**config.mk**
```make
export PLATFORM = sky130hd
export DESIGN_NAME = fizzbuzz_seq
export DESIGN_NICKNAME = d
export VERILOG_FILES = /design/src/rtl/fizzbuzz_seq.sv
export SDC_FILE = /design/constraint.sdc
export NUM_CORES = 1
export LEC_CHECK = 0
export BUFFER_PORTS_ARGS = -buffer_cell sky130_fd_sc_hd__buf_4
export CAP_MARGIN = 20
export CORE_ASPECT_RATIO = 2
export CORE_MARGIN = 5
export CORE_UTILIZATION = 40
export CTS_CLUSTER_SIZE = 14
export DETAILED_ROUTE_END_ITERATION = 10
export PLACE_DENSITY = 0.71
export SLEW_MARGIN = 10
export SYNTH_ARGS = -nofsm -noshare
export SYNTH_HDL_FRONTEND = slang
export SYNTH_SLANG_ARGS = --single-unit
```
**constraint.sdc**
```tcl
create_clock -name clk -period 2.2 [get_ports clk]
set_input_delay 0.44 -clock clk [delete_from_list [all_inputs] [get_ports clk]]
set_output_delay 0.44 -clock clk [all_outputs]
set_load 0.005 [all_outputs]
```
**src/rtl/fizzbuzz_seq.sv**
```systemverilog
`default_nettype none
// ============================================================================
// Module   : fizzbuzz_seq
// Brief    : Walks 1..limit and streams one fizz/buzz-classified token per
//            value over a valid/ready interface, with abort and done pulse.
// Revision : 1.0 - initial release
// ============================================================================
module fizzbuzz_seq #(
    parameter int W = 8
) (
    input  logic         clk,
    input  logic         resetn,
    input  logic         start,
    input  logic [W-1:0] limit,
    input  logic         abort,
    output logic         out_valid,
    input  logic         out_ready,
    output logic [W-1:0] out_value,
    output logic [1:0]   out_class,
    output logic         busy,
    output logic         done
);

    localparam logic [1:0] IDLE = 2'd0;
    localparam logic [1:0] RUN  = 2'd1;
    localparam logic [1:0] DONE = 2'd2;

    logic [1:0]   state_q, state_d;
    logic [W-1:0] value_q, value_d;
    logic [W-1:0] limit_q, limit_d;
    logic [1:0]   mod3_q,  mod3_d;
    logic [2:0]   mod5_q,  mod5_d;
    logic         valid_q, valid_d;
    logic         done_q,  done_d;

    logic         w_handshake;

    assign w_handshake = valid_q && out_ready;

    always_comb begin
        state_d = state_q;
        value_d = value_q;
        limit_d = limit_q;
        mod3_d  = mod3_q;
        mod5_d  = mod5_q;
        valid_d = valid_q;
        done_d  = 1'b0;

        case (state_q)
            IDLE: begin
                if (start) begin
                    if (limit != '0) begin
                        state_d = RUN;
                        limit_d = limit;
                        value_d = {{(W-1){1'b0}}, 1'b1};
                        mod3_d  = 2'd1;
                        mod5_d  = 3'd1;
                        valid_d = 1'b1;
                    end else begin
                        state_d = DONE;
                        done_d  = 1'b1;
                    end
                end
            end
            RUN: begin
                // Abort wins over completion; a beat accepted alongside it still counts.
                if (abort || (w_handshake && value_q == limit_q)) begin
                    state_d = abort ? IDLE : DONE;
                    done_d  = !abort;
                    valid_d = 1'b0;
                    value_d = '0;
                    mod3_d  = 2'd1;
                    mod5_d  = 3'd1;
                end else if (w_handshake) begin
                    value_d = value_q + {{(W-1){1'b0}}, 1'b1};
                    mod3_d  = (mod3_q == 2'd2) ? 2'd0 : mod3_q + 2'd1;
                    mod5_d  = (mod5_q == 3'd4) ? 3'd0 : mod5_q + 3'd1;
                end
            end
            DONE: begin
                state_d = IDLE;
            end
            default: begin
                state_d = IDLE;
                valid_d = 1'b0;
                value_d = '0;
                mod3_d  = 2'd1;
                mod5_d  = 3'd1;
            end
        endcase
    end

    always_ff @(posedge clk or negedge resetn) begin
        if (!resetn) begin
            state_q <= IDLE;
            value_q <= '0;
            limit_q <= '0;
            mod3_q  <= 2'd1;
            mod5_q  <= 3'd1;
            valid_q <= 1'b0;
            done_q  <= 1'b0;
        end else begin
            state_q <= state_d;
            value_q <= value_d;
            limit_q <= limit_d;
            mod3_q  <= mod3_d;
            mod5_q  <= mod5_d;
            valid_q <= valid_d;
            done_q  <= done_d;
        end
    end

    // Residues idle at 1 so the class reads 0 whenever no token is presented.
    assign out_valid = valid_q;
    assign busy      = valid_q;
    assign done      = done_q;
    assign out_value = value_q;
    assign out_class = {mod5_q == 3'd0, mod3_q == 2'd0};

endmodule
`default_nettype wire
```
# == Word level (Yosys, flattened, before mapping) ==
# Index checks and enable logic that the tools add are counted.
# classes
bitwise,1
reduce_logical,12
eq_ne,9
add_sub_neg,3
mux,30
# ops
cell,n
$mux 8,4
$pmux 8 s3,1
$mux 2,9
$mux 3,5
$pmux 3 s3,1
$add 8x1->8 const B,1
$eq 8x8->1,1
$reduce_and 4->1,2
$reduce_bool 8->1,1
$mux 1,6
$ne 2x2->1 const B,3
$pmux 2 s3,1
$eq 2x2->1 const B,2
$logic_not 2->1,2
$pmux 2 s2,1
$add 3x1->3 const B,1
$eq 3x3->1 const B,1
$logic_not 3->1,1
$ne 3x3->1 const B,1
$pmux 1 s3,1
$reduce_and 3->1,1
$add 2x1->2 const B,1
$eq 2x1->1 const B,1
$logic_and 1x1->1,2
other kinds (5),5
# totals
word_cells,62
out_inout_bits,13
inputBits,13
reg_bits,25

# == Longest topological paths before layout ==
# Gate-level depths: netlist of run 1.
# depth
word_depth,5
ltp_mapped,6
ltp_nobuf,5

# == Worst setup path after synthesis of run 1 ==
# OpenSTA, ideal clock, no wires.
# synth_path
path_kind,reg-to-reg
startpoint,"reg value_q[6], in the netlist out_value[6]"
endpoint,"reg value_q[5], in the netlist out_value[5]"
t_required_ps,2061
setup_time_ps,139
path_stages_with_launch,6
period_less_slack_ps,1610
path_slack_ps,590
n_path_buf,0
arrival_ps,1472
path_cell_list,dfrtp_1 xor2_1 nor4_2 a31oi_4 nand3_1 o311ai_2
# synth_via
elab_chain_cells,5
elab_cells_between_ends,7
cone_classes,2 x eq/ne; 2 x mux; 3 x reduce/logical
# synth_rtl
element,line_no,source
from (decl),29,"logic [W-1:0] value_q, value_d;"
from (signal assigned),104,value_q <= value_d;
$eq 8x8->1 (*),67,if (abort || (w_handshake && value_q == limit_q)) begin
$logic_and 1x1->1 (*),67,
$logic_or 1x1->1 (*),67,
$ne 3x3->1 (no line) or $mux 8 (tied branches),n/a,
$reduce_and 4->1 (no line) or $pmux 8 s3 (tied branches),n/a,
# Mark *: on every way between the ends. The rest lies on a longest branch, timed or not.
# A chain may end at the register's enable or synchronous reset.

# == Worst setup path after layout of run 1 ==
# layout_path
startpoint,"reg value_q[6], in the netlist out_value[6]"
endpoint,"reg value_q[6], in the netlist out_value[6]"
# layout_via
elab_chain_cells,5
elab_cells_between_ends,9
cone_classes,1 x add/sub; 2 x eq/ne; 3 x mux; 3 x reduce/logical
# layout_rtl
element
"parallel branches: the longest is 5 deep, another holds $add 8x1->8"
# Parallel ways; which one is timed is not known. The select of a mux whose other input is x is not followed.

==> results of run 1 <==
==> logic make-up (layout without fill, tap and decap cells) <==
kind of cell    after synthesis  in the layout
compound gates               29             29
buf+inv                       7             34
mux                           1              1
flops                        25             25
fa+ha+maj                     3              3
simple gates                 69             69
xor+xnor                      8              8
==> area by class of cell <==
type | count | area (sq um)
clock buffers | 4 | 45.0
fillers | 322 | 1710
inverters | 4 | 15.0
multi-input cells | 110 | 703
flip-flops and latches | 25 | 628
well taps | 32 | 40.0
repair buffers | 26 | 195
==> state kept, by name (all words and copies together) (netlist names) <==
register   flops
state_q        2
mod3_q         2
limit_q        8
out_value      8
mod5_q         3
busy           1
done           1
==> how the worst max path moves through the flow <==
stage	cells past startpoint	end
after global placement	6	out_value[6]$_DFFE_PN0P_
after global routing	5	out_value[3]$_DFFE_PN0P_
after CTS	5	out_value[7]$_DFFE_PN0P_
after floorplan	5	out_value[5]$_DFFE_PN0P_
final	5	out_value[6]$_DFFE_PN0P_
after detailed placement	6	out_value[6]$_DFFE_PN0P_
==> report_power, final <==
part | internal [mW] | total (mW) | leakage [nW] | switching, mW
clock network | 0.130 | 0.273 | 0.0228 | 0.143
registers | 0.539 | 0.614 | 0.320 | 0.0746
logic | 0.168 | 0.369 | 0.433 | 0.202
total | 0.837 | 1.26 | 0.776 | 0.420
==> routing by layer <==
layer,vias to the layer above,global-route usage [%]
met5,-,0
met4,0,6.56
met3,9,2.25
met2,32,27.8
met1,538,13.9
li1,542,-
==> stage by stage <==
| stage | std cells | utilization [%] | cell area, sq um | power, mW |
|---|---|---|---|---|
| 6_report | 201 | 48.7 | 1630 | 1.26 |
| 5_1_grt | 201 | 48.7 | 1630 | 1.34 |
| 4_1_cts | 201 | 48.7 | 1630 | 1.27 |
| 3_5_place_dp | 197 | 47.3 | 1580 | 0.995 |
| 3_3_place_gp | 197 | 47.3 | 1580 | 0.985 |
| 2_1_floorplan | 142 | - | 1370 | 0.863 |
==> worst reg2reg max path, stage by stage (launching register included) <==
cell      delay [ps]
dfrtp_1          480
xor2_1           190
nor4_2           540
a31oi_4          260
nand2_4          180
o311ai_2         120
==> placed cells by master, fill, tap and decap left out, drive strengths merged <==
master  instances
a211o           1
a21boi          1
a21o            1
a21oi           8
a22oi           1
a311oi          1
a31oi           1
and3            2
buf            26
clkbuf          4
dfrtp          23
dfstp           2
ha              3
inv             4
mux2i           1
nand2          42
nand2b          3
nand3           8
nand4           1
nor2            5
nor2b           1
nor3            2
nor4            3
o21ai           9
o22ai           4
o311ai          2
or2             1
or3b            1
xnor2           1
xor2            7
==> impl_results.md, run 1 <==
* Clk slew on worst S/H paths at roughly 80 ps
* Pre-CTS WS at 257 ps
* Post-Synth XOR/XNOR Area at a little over 5%
* Final Hold Viols at 0
* Pre-antenna DRT Iters at 4
* Post-synthesis simple-gate area fraction at 26.5%
* DRC at 0
* Largest family of logic cells by synthesized area: simple AND/OR/NAND/NOR gates
* Min cycle time layout at 1890 ps
* Mux cell area share after synthesis at 0.731%
* Setup crit start: out_value[6]$_DFFE_PN0P_
* Largest net degree at the start of global routing at 26
* Synth warn at 0
* Synth area leader: dfrtp_1
* Synth top cells by count: nand2_1 (40), dfrtp_1 (23), nand3_1 (8), o21ai_0 (8), xor2_1 (7)
* Mapped Area at 0.00137 sq mm
* Top routing layer used: met4
* Depth of the CTS H-tree at 1
* Max-cap violations at 0
* Number of distinct library cells after synthesis at 37
* Final WL at 3150 um
* Worst R2R Setup Slack at between 300 and 400 ps
* Syn_nets at 158
* Worst-Skew Late Latency at 270 ps
* Via Count at 1,121
* Bufs and invs on worst path at 0
* Area growth syn-to-layout at 18.7%
* Gr usage total at 14.3%
* Fraction of post-synthesis cell area in the top cell type by area at 42.0%
* Share of cells above drive strength 1 at 26.6%
* Initial antenna violation count at 0
* Rows at 30
* Post-synth EDFFs at 0
* Status: finished, final reports clean
* CP Class: register to register
* First-pass GRT wire length at 5150 um
* Main area contributors after synthesis: dfrtp_1 (42%), nand2_1 (11%), xor2_1 (4.5%)
* Path depth of the worst reg2reg path at 5
* WL met2 at 1810 um
* CP Capture Type: register
* Fmax at 530 MHz
* Postcts setup bufs at 0
* Slew Limit Fails at 0
* DIE HEIGHT at 92.8 um
* DR WL/cell at 15.7 um
* Critical path peak fanout at 10
* Core ar. at 0.00334 sq mm
* Top delay family on crit path: simple AND/OR/NAND/NOR gates
* Share of synthesized registers carrying an async set or reset at between 90% and 100%
* IO Port Bufs at 25
* CP max stage cell: nor4_2
* Hold Buf Count CTS at 0
* RR Endpoint: out_value[6]$_DFFE_PN0P_
* Unrepaired setup endpoints after global routing: false
* Fin nets at ~190
* Initial Utilization at 41.0%
* RR Startpoint: out_value[6]$_DFFE_PN0P_
* Share of the clock period used by the worst path at 85.8%
* FF+latch count, synth at 25
* LEAKAGE at 0.776 nW
* CP required at approximately 2300 ps
* Synth Area per Inst at 9.65 sq um
* CTS tree: yes
* Antenna cells at 0
* Avg Vias per Cell at 5.58
* IO Count at 26
* 1st-iter DRT viols at 24
* Num CTS Buffers at 3
* WP data arrival at 2030 ps
* CP Cell Sequence: xor2_1 > nor4_2 > a31oi_4 > nand2_4 > o311ai_2
* Met3 wire length at 137 um
* Die W at 51.4 um
* Wire length on met1 at 1140 um
* Worst-margin pin slew at 568 ps
* Register area share after synthesis at 45.8%
* GRT overflow at 0
* Synth Area in Compound Gates at 16.3%
* HP Class: input port to asynchronous set/reset pin
* Critical path's largest stage delay at 540 ps
* Power density over cell area at between 700 and 800 mW/mm^2
* # setup viols final at 0
* Root Driver: clkbuf_8
* Setup TNS at 0 ps
* CP Launch Type: register
* Clock buffer depth at 2
* DRT antenna net count at 0
* Vias in the first global route at 1,156
* Main synth FF type: dfrtp_1
* DP Wirelength at 2490 um
* Routability cong. at 0.833
* PnR worst setup slack at 313 ps
* Resized cells post-CTS at 0
* Final Skew at 2.73 ps
* Clk sinks at 25
* Relative slew margins at 62.1%
* Final Hold Slack at about 61 ps
* Most frequent cell after synthesis: nand2_1
* Post-Syn Instances at around 140
* Worst vdd ir at 0.369 mV
* Synth Area in Adders at 2.74%
* DIE AREA at 0.00477 sq mm
(Power assumes the default switching activity.)
==> run 2, diff against run 1 <==
--- a/config.mk
+++ b/config.mk
@@ -7,12 +7,11 @@
 export LEC_CHECK = 0
 export BUFFER_PORTS_ARGS = -buffer_cell sky130_fd_sc_hd__buf_4
 export CAP_MARGIN = 20
-export CORE_ASPECT_RATIO = 2
 export CORE_MARGIN = 5
-export CORE_UTILIZATION = 40
+export CORE_UTILIZATION = 54
 export CTS_CLUSTER_SIZE = 14
 export DETAILED_ROUTE_END_ITERATION = 10
-export PLACE_DENSITY = 0.71
+export PLACE_DENSITY = 0.88
 export SLEW_MARGIN = 10
 export SYNTH_ARGS = -nofsm -noshare
 export SYNTH_HDL_FRONTEND = slang
==> impl_results.md, run 2 (same netlist as run 1, synthesis figures left out) <==
* CP Capture Type: register (unchanged)
* Worst R2R Setup Slack at 310 ps (about the same)
* Non-filler cells, final at 200 (was 201)
* Routability cong. at 0.804 (was 0.833)
* Hold Crit Depth at 3
* Final WL at 2990 um (was 3150 um)
* Worst vdd ir at 0.526 mV (was 0.369 mV)
* LEAKAGE at 0.775 nW (was 0.776 nW)
* DIE HEIGHT at 60.4 um (was 92.8 um)
* Switch share at 35.5% (was 33.4%)
* Avg Vias per Cell at 5.67 (was 5.58)
* Clock share of power at 17.6% (was 21.7%)
* Max-cap violations at 0 (unchanged)
* DP Cell Count at 195 (was 197)
* Worst-Skew Late Latency at 330 ps (was 270 ps)
* Fin nets at 187 (was 186)
* Unrepaired setup endpoints after global routing: false (unchanged)
* Initial antenna violation count at 0 (unchanged)
* IO Count at 26 (unchanged)
* Via Count at 1,134 (was 1,121)
* Final Hold Viols at 0 (unchanged)
* Share of cells above drive strength 1 at 27.1% (was 26.6%)
* Net switching power at 426 uW (was 420 uW)
* HP Start: limit[7]
* Die W at 60.4 um (was 51.4 um)
* Final Skew at 3.34 ps (was 2.73 ps)
* Relative slew margins at 60.7% (was 62.1%)
* Gr usage total at 18.9% (was 14.3%)
* Commonest cells after routing, fill and taps aside: nand2_1 (40), buf_4 (26), dfrtp_1 (23) (unchanged)
* RR Endpoint: mod5_q[2]$_DFFE_PN0P_ (was out_value[6]$_DFFE_PN0P_)
* Vias in the first global route at 1,194 (was 1,156)
* Antenna cells at 0 (unchanged)
* Initial Utilization at 55.8% (was 41.0%)
* HP Class: input port to register (was input port to asynchronous set/reset pin)
* Logic gate share of total power at 31.3% (was 29.4%)
* Pre-antenna DRT Iters at 6 (was 4)
* Fmax at 530 MHz (about the same)
* Power density over cell area at 744 mW/mm^2 (was 772 mW/mm^2)
* DR WL/cell at 15.0 um (was 15.7 um)
* Commonest non-fill, non-tap cell in the layout: nand2_1 (unchanged)
* Placed Area at 0.00158 sq mm (about the same)
* DP Wirelength at 2260 um (was 2490 um)
* Root Driver: clkbuf_4 (was clkbuf_8)
* Resized cells post-CTS at 0 (unchanged)
* Path depth of the worst reg2reg path at 5 (unchanged)
* Min cycle time layout at 1890 ps (about the same)
* CTS tree: yes (unchanged)
* RR Startpoint: out_value[5]$_DFFE_PN0P_ (was out_value[6]$_DFFE_PN0P_)
* Clk sinks at 25 (unchanged)
* Area growth syn-to-layout at 18.0% (was 18.7%)
* First-pass GRT wire length at 5090 um (was 5150 um)
* Core ar. at 0.00245 sq mm (was 0.00334 sq mm)
* Share of the clock period used by the worst path at 85.8% (about the same)
* WP data arrival at 2110 ps (was 2030 ps)
* DRC at 0 (unchanged)
* Cell internal pwr at 776 uW (was 837 uW)
* IO Port Bufs at 25 (unchanged)
* Depth of the CTS H-tree at 1 (unchanged)
* Num CTS Buffers at 3 (unchanged)
* Fill cells at 200 (was 322)
* Largest net degree at the start of global routing at 26 (unchanged)
* DIE AREA at 0.00364 sq mm (was 0.00477 sq mm)
* Design area at 0.00162 sq mm (was 0.00163 sq mm)
* Slew Limit Fails at 0 (unchanged)
* # setup viols final at 0 (unchanged)
* Clk slew on worst S/H paths at 140 ps (was 80 ps)
* CP Class: register to register (unchanged)
* CP Launch Type: register (unchanged)
* Total power at 1.20 mW (was 1.26 mW)
* GRT overflow at 0 (unchanged)
* Status: finished, final reports clean (unchanged)
* Rows at 18 (was 30)
* Min-Delay Endpoint: limit_q[7]$_DFFE_PN0P_
* Setup TNS at 0 ps (unchanged)
* 1st-iter DRT viols at 35 (was 24)
* CP required at 2430 ps (was 2340 ps)
* Reg power frac at 51.1% (was 48.9%)
* DRT antenna net count at 0 (unchanged)
* PnR worst setup slack at 313 ps (about the same)
* Pre-CTS WS at 286 ps (was 257 ps)
* Worst-margin pin slew at 589 ps (was 568 ps)
* Critical path peak fanout at 10 (unchanged)
* Clock buffer depth at 2 (unchanged)
[run 2: cell count changes in the layout (fill, tap and decap cells not counted)]
cell           previous run  this run
clkbuf_1                  1         0
clkbuf_8                  3         0
clkbuf_4                  0         3
dlygate4sd3_1             0         1
clkinv_2                  0         1
[run 2: worst max-delay path by stage]
stage                             startpoint                       end  cells past startpoint
floorplan           out_value[6]$_DFFE_PN0P_  out_value[5]$_DFFE_PN0P_                      5
global placement                    limit[3]  out_value[5]$_DFFE_PN0P_                      6
detailed placement                  limit[3]  out_value[5]$_DFFE_PN0P_                      6
CTS                    mod5_q[0]$_DFFE_PN1P_              out_class[1]                      4
global route        out_value[5]$_DFFE_PN0P_  out_value[5]$_DFFE_PN0P_                      5
finish              out_value[5]$_DFFE_PN0P_     mod5_q[2]$_DFFE_PN0P_                      5
[run 2: per-layer routing]
metal / global-route usage, % / part of all wire [%] / up-vias
li1: - / - / 546
met1: 21.5 / 42 / 541
met2: 32.1 / 50 / 35
met3: 4.68 / 4.9 / 12
met4: 11.4 / 3.1 / 0
met5: 0 / 0 / -
[run 2: stage by stage]
stage | hold slack, ps | util [%]
3_5_place_dp | 362 | 64.3
3_3_place_gp | 354 | 64.3
6_report | 321 | 65.9
2_1_floorplan | 144 | -
4_1_cts | 319 | 65.9
5_1_grt | 320 | 65.9
[run 2: area by class of cell]
cell class / count / area (sq um) / area share (%)
inverters: 4 / 15.0 / 0.929
clock buffers: 3 / 22.5 / 1.39
clock inverters: 1 / 5.00 / 0.310
multi-input cells: 110 / 703 / 43.5
repair buffers: 27 / 205 / 12.7
well taps: 30 / 37.5 / 2.32
flip-flops and latches: 25 / 628 / 38.9
[run 2: power groups by stage]
stage,Clock [mW],Sequential (mW),Combinational [mW]
detailed placement,0,0.625,0.376
floorplan,0,0.604,0.258
global route,0.232,0.626,0.425
CTS,0.216,0.616,0.380
global placement,0,0.619,0.357
finish,0.212,0.615,0.376
[run 2: repair_timing]
action	4_1_cts	5_1_grt
hold buffers	1	0
buffers inserted	0	0
endpoints found under the hold margin	23	0
[run 2: critical path, cell delays in order, from the launching register on]
cell and delay, ps:
dfrtp_1 500, xor2_1 200, nor4_2 530, a31oi_4 260, a21oi_1 190, o22ai_1 100
==> run 3, diff against run 2 <==
--- a/config.mk
+++ b/config.mk
@@ -12,6 +12,7 @@
 export CTS_CLUSTER_SIZE = 14
 export DETAILED_ROUTE_END_ITERATION = 10
 export PLACE_DENSITY = 0.88
+export REMOVE_ABC_BUFFERS = 1
 export SLEW_MARGIN = 10
 export SYNTH_ARGS = -nofsm -noshare
 export SYNTH_HDL_FRONTEND = slang
==> impl_results.md, run 3 (same netlist as run 1, synthesis figures left out) <==
* CP required at 1760 ps (was 2430 ps)
* Final Hold Viols at 0 (unchanged)
* Num CTS Buffers at 3 (unchanged)
* Depth of the CTS H-tree at 1 (unchanged)
* PnR worst setup slack at 311 ps (was 313 ps)
* GRT overflow at 0 (unchanged)
* DP Cell Count at 195 (unchanged)
* Core ar. at 0.00245 sq mm (unchanged)
* Area growth syn-to-layout at 17.9% (was 18.0%)
* DIE AREA at 0.00364 sq mm (unchanged)
* LEAKAGE at 0.773 nW (was 0.775 nW)
* WP data arrival at 1450 ps (was 2110 ps)
* Postcts setup bufs at 0 (unchanged)
* DIE HEIGHT at 60.4 um (unchanged)
* Vias in the first global route at 1,184 (was 1,194)
* 1st-iter DRT viols at 37 (was 35)
* Min cycle time layout at 1890 ps (about the same)
* Status: finished, final reports clean (unchanged)
* Worst-margin pin slew at 595 ps (was 589 ps)
* Commonest non-fill, non-tap cell in the layout: nand2_1 (unchanged)
* # setup viols final at 0 (unchanged)
* Fin nets at 187 (unchanged)
* Root Driver: clkbuf_4 (unchanged)
* Cell internal pwr at 781 uW (was 776 uW)
* Net switching power at 432 uW (was 426 uW)
* HP Class: input port to register (unchanged)
* Clock buffer depth at 2 (unchanged)
* Slew Limit Fails at 0 (unchanged)
* Logic gate share of total power at 31.5% (was 31.3%)
* DRC at 0 (unchanged)
* Final Skew at 4.47 ps (was 3.34 ps)
* Initial antenna violation count at 0 (unchanged)
* Worst-Skew Late Latency at 330 ps (about the same)
* DR WL/cell at 15.4 um (was 15.0 um)
* Share of the clock period used by the worst path at 85.8% (about the same)
* DP Wirelength at 2380 um (was 2260 um)
* CP Launch Type: register (unchanged)
* Commonest cells after routing, fill and taps aside: nand2_1 (40), buf_4 (26), dfrtp_1 (23) (unchanged)
* Pre-antenna DRT Iters at 4 (was 6)
* Worst vdd ir at 0.446 mV (was 0.526 mV)
* Max-cap violations at 0 (unchanged)
* Fmax at 529 MHz (was 530 MHz)
* IO Count at 26 (unchanged)
* Relative slew margins at 60.4% (was 60.7%)
* Initial Utilization at 55.8% (unchanged)
* DRT antenna net count at 0 (unchanged)
* Via Count at 1,118 (was 1,134)
* Hold Buf Count CTS at 1 (unchanged)
* Critical path peak fanout at 3 (was 10)
* Avg Vias per Cell at 5.59 (was 5.67)
* Rows at 18 (unchanged)
* CP Capture Type: primary output (was register)
* Die W at 60.4 um (unchanged)
* First-pass GRT wire length at 5300 um (was 5090 um)
* Clock share of power at 17.8% (was 17.6%)
* Gr usage total at 19.4% (was 18.9%)
* IO Port Bufs at 25 (unchanged)
* CP Class: register to primary output (was register to register)
* Share of cells above drive strength 1 at 26.5% (was 27.1%)
* Switch share at 35.6% (was 35.5%)
* Final Hold Slack at 320 ps (was 321 ps)
* CTS tree: yes (unchanged)
* Antenna cells at 0 (unchanged)
* Unrepaired setup endpoints after global routing: false (unchanged)
* Resized cells post-CTS at 0 (unchanged)
* Clk sinks at 25 (unchanged)
* Final WL at 3080 um (was 2990 um)
* Clk slew on worst S/H paths at 140 ps (about the same)
* Pre-CTS WS at 237 ps (was 286 ps)
* Setup TNS at 0 ps (unchanged)
* Largest net degree at the start of global routing at 26 (unchanged)
* Non-filler cells, final at 200 (unchanged)
* Routability cong. at 0.812 (was 0.804)
* Power density over cell area at 751 mW/mm^2 (was 744 mW/mm^2)
* Reg power frac at 50.7% (was 51.1%)
-- run 3: cell count changes in the layout (fill, tap and decap cells not counted) --
cell,delta
clkbuf_1,+1
clkinv_2,-1
-- run 3: power by group through the flow --
stage          clock, mW  combinational (mW)  sequential [mW]
6_report           0.216               0.382            0.615
5_1_grt            0.234               0.425            0.626
4_1_cts            0.221               0.388            0.613
3_5_place_dp           0               0.385            0.622
3_3_place_gp           0               0.360            0.617
2_1_floorplan          0               0.240            0.605
-- run 3: worst max-delay path, cell delays in order (launching register included) --
cell,delay [ps]
dfstp_2,560
inv_1,70
ha_1,230
nor2b_1,130
buf_4,130
-- run 3: per-layer routing --
metal	wire, um	vias to the layer above	track usage, %
li1	-	545	-
met1	1320	542	22.5
met2	1580	28	34.6
met3	133	3	3.62
met4	40	0	8.54
met5	0	-	0
-- run 3: layout make-up --
cell class / count / area (sq um)
Inverter: 4 / 15.0
Timing Repair Buffer: 27 / 205
Fill cell: 202 / 840
Multi-Input combinational cell: 110 / 703
Clock buffer: 4 / 26.3
Tap cell: 30 / 37.5
Sequential cell: 25 / 628
-- run 3: path summary, 6_finish.rpt --
path                                           from  depth (start not counted)                        to  slack [ps]
max                           mod5_q[0]$_DFFE_PN1P_                          4              out_class[1]         310
min                                        limit[7]                          3    limit_q[7]$_DFFE_PN0P_         320
max reg2reg                out_value[6]$_DFFE_PN0P_                          5  out_value[0]$_DFFE_PN0P_         340
min reg2reg                   mod3_q[0]$_DFFE_PN1P_                          2     mod3_q[0]$_DFFE_PN1P_         520
max in group asynchronous                    resetn                          2     mod3_q[0]$_DFFE_PN1P_        1380
min in group asynchronous                    resetn                          2     mod3_q[1]$_DFFE_PN0P_         520
-- run 3: metrics by stage --
stage / util [%] / power, mW / cell area [sq um]
floorplan: - / 0.846 / 1350
global placement: 64.3 / 0.977 / 1580
detailed placement: 64.3 / 1.01 / 1580
CTS: 65.8 / 1.22 / 1620
global route: 65.8 / 1.28 / 1620
finish: 65.8 / 1.21 / 1620
